$ cat config.mk
export PLATFORM = sky130hd
export DESIGN_NAME = serial_frame_receiver
export DESIGN_NICKNAME = d
export VERILOG_FILES = /design/src/rtl/serial_rx_pkg.sv /design/src/rtl/clk_debounce.sv /design/src/rtl/serial_frame_receiver.sv
export SDC_FILE = /design/constraint.sdc
export NUM_CORES = 1
export LEC_CHECK = 0
export CORE_MARGIN = 2
export CORE_UTILIZATION = 49
export DETAILED_ROUTE_END_ITERATION = 6
export HOLD_SLACK_MARGIN = 0.08
export PLACE_DENSITY = 0.74
export SYNTH_ARGS = -nofsm -noshare
export SYNTH_HDL_FRONTEND = slang
export SYNTH_HIERARCHICAL = 1
export SYNTH_SLANG_ARGS = --single-unit
$ cat constraint.sdc
create_clock -name FCLK -period 1.65 [get_ports FCLK]
set_input_delay 0.33 -clock FCLK [delete_from_list [all_inputs] [get_ports FCLK]]
set_output_delay 0.33 -clock FCLK [all_outputs]
set_load 0.03 [all_outputs]
$ cat src/rtl/serial_rx_pkg.sv
// Shared frame layout for the serial frame receiver: field positions, the frame
// vector type and the frame acceptance check.
package serial_rx_pkg;

    localparam int FRAME_BITS = 11;
    localparam int DATA_BITS  = 8;

    localparam int START_IDX  = 0;
    localparam int DATA_LSB   = 1;
    localparam int DATA_MSB   = 8;
    localparam int PARITY_IDX = 9;
    localparam int STOP_IDX   = 10;

    typedef logic [FRAME_BITS-1:0] frame_t;

    // A frame is good with a low start bit, a high stop bit and odd parity over data+parity.
    function automatic logic frame_ok(input frame_t f);
        return (f[START_IDX] == 1'b0) && (f[STOP_IDX] == 1'b1) && (^f[PARITY_IDX:DATA_LSB]);
    endfunction

endpackage

$ cat src/rtl/clk_debounce.sv
// Synchronizes the asynchronous serial bit clock, filters out pulses shorter than
// DEBOUNCE_LEN samples and emits a one-cycle pulse on each filtered falling edge.
module clk_debounce #(
    parameter int DEBOUNCE_LEN = 8
) (
    input  logic fclk,
    input  logic rst,
    input  logic clk_in,
    output logic fall
);

    logic       clk_meta;
    logic       clk_sync;
    logic       clk_filt;
    logic [7:0] cnt;

    always_ff @(posedge fclk) begin
        if (rst) begin
            clk_meta <= 1'b1;
            clk_sync <= 1'b1;
            clk_filt <= 1'b1;
            cnt      <= 8'd0;
            fall     <= 1'b0;
        end else begin
            clk_meta <= clk_in;
            clk_sync <= clk_meta;
            fall     <= 1'b0;
            if (clk_sync != clk_filt) begin
                // The filtered level only follows once the new level has persisted long enough.
                if (cnt == 8'(DEBOUNCE_LEN - 1)) begin
                    clk_filt <= clk_sync;
                    cnt      <= 8'd0;
                    fall     <= ~clk_sync;
                end else begin
                    cnt <= cnt + 8'd1;
                end
            end else begin
                cnt <= 8'd0;
            end
        end
    end

endmodule

$ cat src/rtl/serial_frame_receiver.sv
// Keyboard-style 11-bit serial frame receiver with frame checking and held outputs.
// Optional partial-frame abort after TIMEOUT_CYCLES idle cycles: define RX_TIMEOUT_EN.
module serial_frame_receiver
    import serial_rx_pkg::*;
#(
    parameter int DEBOUNCE_LEN   = 8,
    parameter int TIMEOUT_CYCLES = 50000
) (
    input  logic                 FCLK,
    input  logic                 RST,
    input  logic                 CLK,
    input  logic                 DATA,
    output logic [DATA_BITS-1:0] SCAN_CODE,
    output logic [DATA_BITS-1:0] DATA_OUTPUT_CHECK,
    output logic                 PARITY_CHECK_BIT,
    output logic                 DATA_VALID,
    output logic                 FRAME_DONE
);

    logic       data_meta;
    logic       data_sync;
    logic       bit_event;
    logic       timeout_hit;
    logic [3:0] bit_cnt;
    frame_t     shreg;
    frame_t     next_frame;
    logic       last_bit;

    clk_debounce #(
        .DEBOUNCE_LEN(DEBOUNCE_LEN)
    ) u_clk_debounce (
        .fclk   (FCLK),
        .rst    (RST),
        .clk_in (CLK),
        .fall   (bit_event)
    );

    always_ff @(posedge FCLK) begin
        if (RST) begin
            data_meta <= 1'b1;
            data_sync <= 1'b1;
        end else begin
            data_meta <= DATA;
            data_sync <= data_meta;
        end
    end

    // First received bit ends up at bit 0 after all eleven shifts.
    assign next_frame = {data_sync, shreg[FRAME_BITS-1:1]};
    assign last_bit   = (bit_cnt == 4'(FRAME_BITS - 1));

`ifdef RX_TIMEOUT_EN
    localparam int IDLE_W = $clog2(TIMEOUT_CYCLES + 1);

    logic [IDLE_W-1:0] idle_cnt;

    assign timeout_hit = (idle_cnt == IDLE_W'(TIMEOUT_CYCLES));

    always_ff @(posedge FCLK) begin
        if (RST || bit_event || timeout_hit || bit_cnt == 4'd0) begin
            idle_cnt <= '0;
        end else begin
            idle_cnt <= idle_cnt + 1'b1;
        end
    end
`else
    logic unused_timeout;

    assign timeout_hit    = 1'b0;
    assign unused_timeout = ^TIMEOUT_CYCLES;
`endif

    always_ff @(posedge FCLK) begin
        if (RST) begin
            bit_cnt           <= 4'd0;
            shreg             <= '0;
            SCAN_CODE         <= '0;
            DATA_OUTPUT_CHECK <= '0;
            PARITY_CHECK_BIT  <= 1'b0;
            DATA_VALID        <= 1'b0;
            FRAME_DONE        <= 1'b0;
        end else begin
            FRAME_DONE <= 1'b0;
            if (bit_event) begin
                shreg <= next_frame;
                if (last_bit) begin
                    bit_cnt           <= 4'd0;
                    FRAME_DONE        <= 1'b1;
                    DATA_OUTPUT_CHECK <= next_frame[DATA_MSB:DATA_LSB];
                    PARITY_CHECK_BIT  <= next_frame[PARITY_IDX];
                    DATA_VALID        <= frame_ok(next_frame);
                    // A rejected frame leaves the last good scan code on display.
                    if (frame_ok(next_frame)) begin
                        SCAN_CODE <= next_frame[DATA_MSB:DATA_LSB];
                    end
                end else begin
                    bit_cnt <= bit_cnt + 4'd1;
                end
            end else if (timeout_hit) begin
                bit_cnt <= 4'd0;
                shreg   <= '0;
            end
        end
    end

endmodule

==> out/qor.yml <==
status:
  outcome: "finished, final reports clean"
worst_hold_path:
  whs_path_depth: 1
  min_path_type: "flip-flop to flip-flop"
  holdPathEnd: "data_sync"
  hp-start: "data_meta"
worst_setup_path:
  slowest_stage: "clkdlybuf4s50_1"
  worstPathArrival_ns: 1.27
  worstRegToRegCells: 5
  crit_type: "flip-flop to output port"
  reg2reg_to: "SCAN_CODE[1]"
  path_buf_inv: 1
  r2r_start: "shreg[3]"
  critPathMaxStageDelay_ns: 0.66
  startpoint_type: "flip-flop"
  crit_family: "buffers and inverters"
  crit_path_end_kind: "output port"
  rrSetupSlack_ns: 0.06
  worstPathCellList: "clkdlybuf4s50_1"
  worst-endpoint-required_ns: 1.32
  cp_max_fo: 1
yosys:
  synth_cells: 186
  synth_top_cell_by_area: "dfxtp_1"
  synth_common_cells: "47 x dfxtp_1, 28 x mux2i_1, 25 x nor2_1"
  synth_top_area_share_pct: 49.38
  avgSynthCellArea_sq_um: 10.25
  async_flop_share_pct: 0
  yosys_warnings: 6
  synth-main-ff-cell: "dfxtp_1"
  synth_most_common_cell: "dfxtp_1"
  synth.distinct_cells: 30
  synth-seq-cells: 47
  synth_edf_count: 0
  syn_nets: 191
  synth_area_leaders: "dfxtp_1 49%, mux2i_1 15%, nand2b_1 5.9%"
  yosysSeqAreaShare_pct: 49.38
  synth_area_sq_mm: 0.001906
place:
  place_ws_ns: 0.06668
  routabilityCongestion: 0.6956
  place.port_buffers: 22
  dp_hpwl_um: 2537
cts:
  ctsResizeCount: 6
  cts_tree: "done"
  post-cts-setup-buffer-count: 0
  cts_made_buffers: 5
  insertion_delay_ns: 0.30
  htree_levels: 2
  clockBufferDepth: 2
  clock-sinks: 47
  cts_hold_buf: 0
  clk_pin_slew_ns: 0.08
  cts-root-buf: "clkbuf_8"
route:
  wl_per_cell_um: 13.36
  first_iter_violations: 65
  viasPerCell: 5.115
  vias: 1376
  drc_errors: 0
  drtPass1Iterations: 4
  detail-route-antenna-nets: 0
  wl_um: 3595
floorplan:
  rows: 22
  fp.dieH_um: 66.36
  num_io_pins: 23
  coreArea_sq_mm: 0.003689
  fp.dieArea_sq_mm: 0.004404
  start_util_pct: 51.66
  die_w_um: 66.36
sta:
  rsz0062_at_grt: "true"
  tightest_slew_ns: 0.3491
  fin_skew_ns: 0.006047
  slew_headroom_pct: 76.55
  timing.fmax_mhz: 625.7
  setup_viol: 0
  period_needed_ns: 1.598
  finalHoldViolations: 0
  finalSetupTns_ns: 0
  layout_setup_ws_ns: 0.05168
  drv_slew: 0
  fin_crit_sh_pct: 96.87
power:
  p_total_mw: 2.038
  p_leak_nw: 1.139
  ir_drop_v: 0.0006577
  power_density_mw_per_mm2: 837.9
global_route:
  globalRouteTotalUtil_pct: 18.24
  grt_max_degree: 37
  grt_pass1_wl_um: 5989
  grt_pass1_vias: 1317
  antenna_found_initial: 0
  grt-ovfl-total: 0
layout:
  nets: 225
  diodes: 0
  syn2layout_area_growth_pct: 27.64
  drive_above_1_share_pct: 14.48
run:
  max_cap_viol_count: 0
registers in the layout (all words and copies together), names as in the netlist:
name	count
shreg	10
DATA_OUTPUT_CHECK	8
SCAN_CODE	8
u_clk_debounce/cnt	8
bit_cnt	4
DATA_VALID	1
FRAME_DONE	1
PARITY_CHECK_BIT	1
data_meta	1
data_sync	1
u_clk_debounce/clk_filt	1
u_clk_debounce/clk_meta	1
u_clk_debounce/clk_sync	1
u_clk_debounce/fall	1
cell usage in the layout, fill, tap and decap left out, types with 2 or more instances in the layout:
master | netlist | routed
dfxtp_1 | 47 | 46
mux2i_1 | 28 | 28
nor2_1 | 25 | 25
nand2b_1 | 18 | 18
dlymetal6s2s_1 | 0 | 12
buf_4 | 0 | 12
xor2_1 | 6 | 6
a21oi_1 | 6 | 6
o21ai_0 | 6 | 6
clkbuf_8 | 0 | 6
dlygate4sd2_1 | 0 | 6
nand2_1 | 5 | 5
or2_2 | 4 | 4
nand3_1 | 4 | 4
clkdlybuf4s50_1 | 0 | 4
xnor2_1 | 3 | 3
nor3_1 | 4 | 3
or3_1 | 3 | 3
nand3b_1 | 2 | 2
nor2b_1 | 2 | 2
nor3b_1 | 3 | 2
buf_12 | 0 | 2
power by group:
part | internal [mW] | switching, mW
logic | 0.0219 | 0.0200
registers | 1.14 | 0.00239
clock network | 0.490 | 0.366
layer usage:
layer | routed length, um | up-vias | GRT usage [%]
li1 | - | 694 | -
met1 | 1661 | 642 | 22.55
met2 | 1718 | 33 | 29.38
met3 | 165 | 7 | 5.451
met4 | 51 | 0 | 7.653
met5 | 0 | - | 0
worst register-to-register path, cell delays in order, from the launching register on:
cell and delay [ns]:
dfxtp_2 0.33, xor2_1 0.15, xnor3_1 0.43, mux2i_4 0.27, buf_12 0.16, mux2i_1 0.18
how the worst max path moves through the flow:
stage | startpoint | end | slack, ns | cells after the start
detailed placement | shreg[3] | SCAN_CODE[1] | 0.07 | 5
finish | FRAME_DONE | FRAME_DONE | 0.05 | 1
global route | shreg[10] | SCAN_CODE[0] | -0.03 | 5
global placement | shreg[3] | SCAN_CODE[1] | 0.12 | 5
CTS | DATA_OUTPUT_CHECK[2] | DATA_OUTPUT_CHECK[2] | 0.0008 | 1
floorplan | shreg[4] | SCAN_CODE[0] | 0.05 | 4
kinds of logic after synthesis:
kind of cell / count (synthesis) / synth area share, %
AND/OR/NAND/NOR: 77 / 22.52
flip-flops: 47 / 49.38
multiplexers: 29 / 15.89
AO/OA/AOI/OAI: 12 / 3.152
XOR/XNOR: 11 / 6.566
buffers and inverters: 9 / 1.838
adder cells (fa/ha/maj): 1 / 0.6565
through the flow:
stage | utilization (%) | cell area, sq um | hold WS [ns] | cells
final | 65.94 | 2432 | 0.4170 | 269
after global routing | 65.94 | 2432 | 0.4271 | 269
after CTS | 64.82 | 2391 | 0.4203 | 269
after detailed placement | 61.84 | 2281 | 0.3986 | 261
after global placement | 61.84 | 2281 | 0.3967 | 261
after floorplan | - | 1906 | 0.3895 | 186
area by class of cell:
cell class / instances / area (sq um)
clock inverter: 2 / 35.03
timing repair buffer: 36 / 372.9
clock buffer: 6 / 82.58
sequential: 47 / 942.2
multi-input combinational: 130 / 939.7
tap: 48 / 60.06
fill: 304 / 1256
No activity file was read; power rests on OpenSTA's default activity.
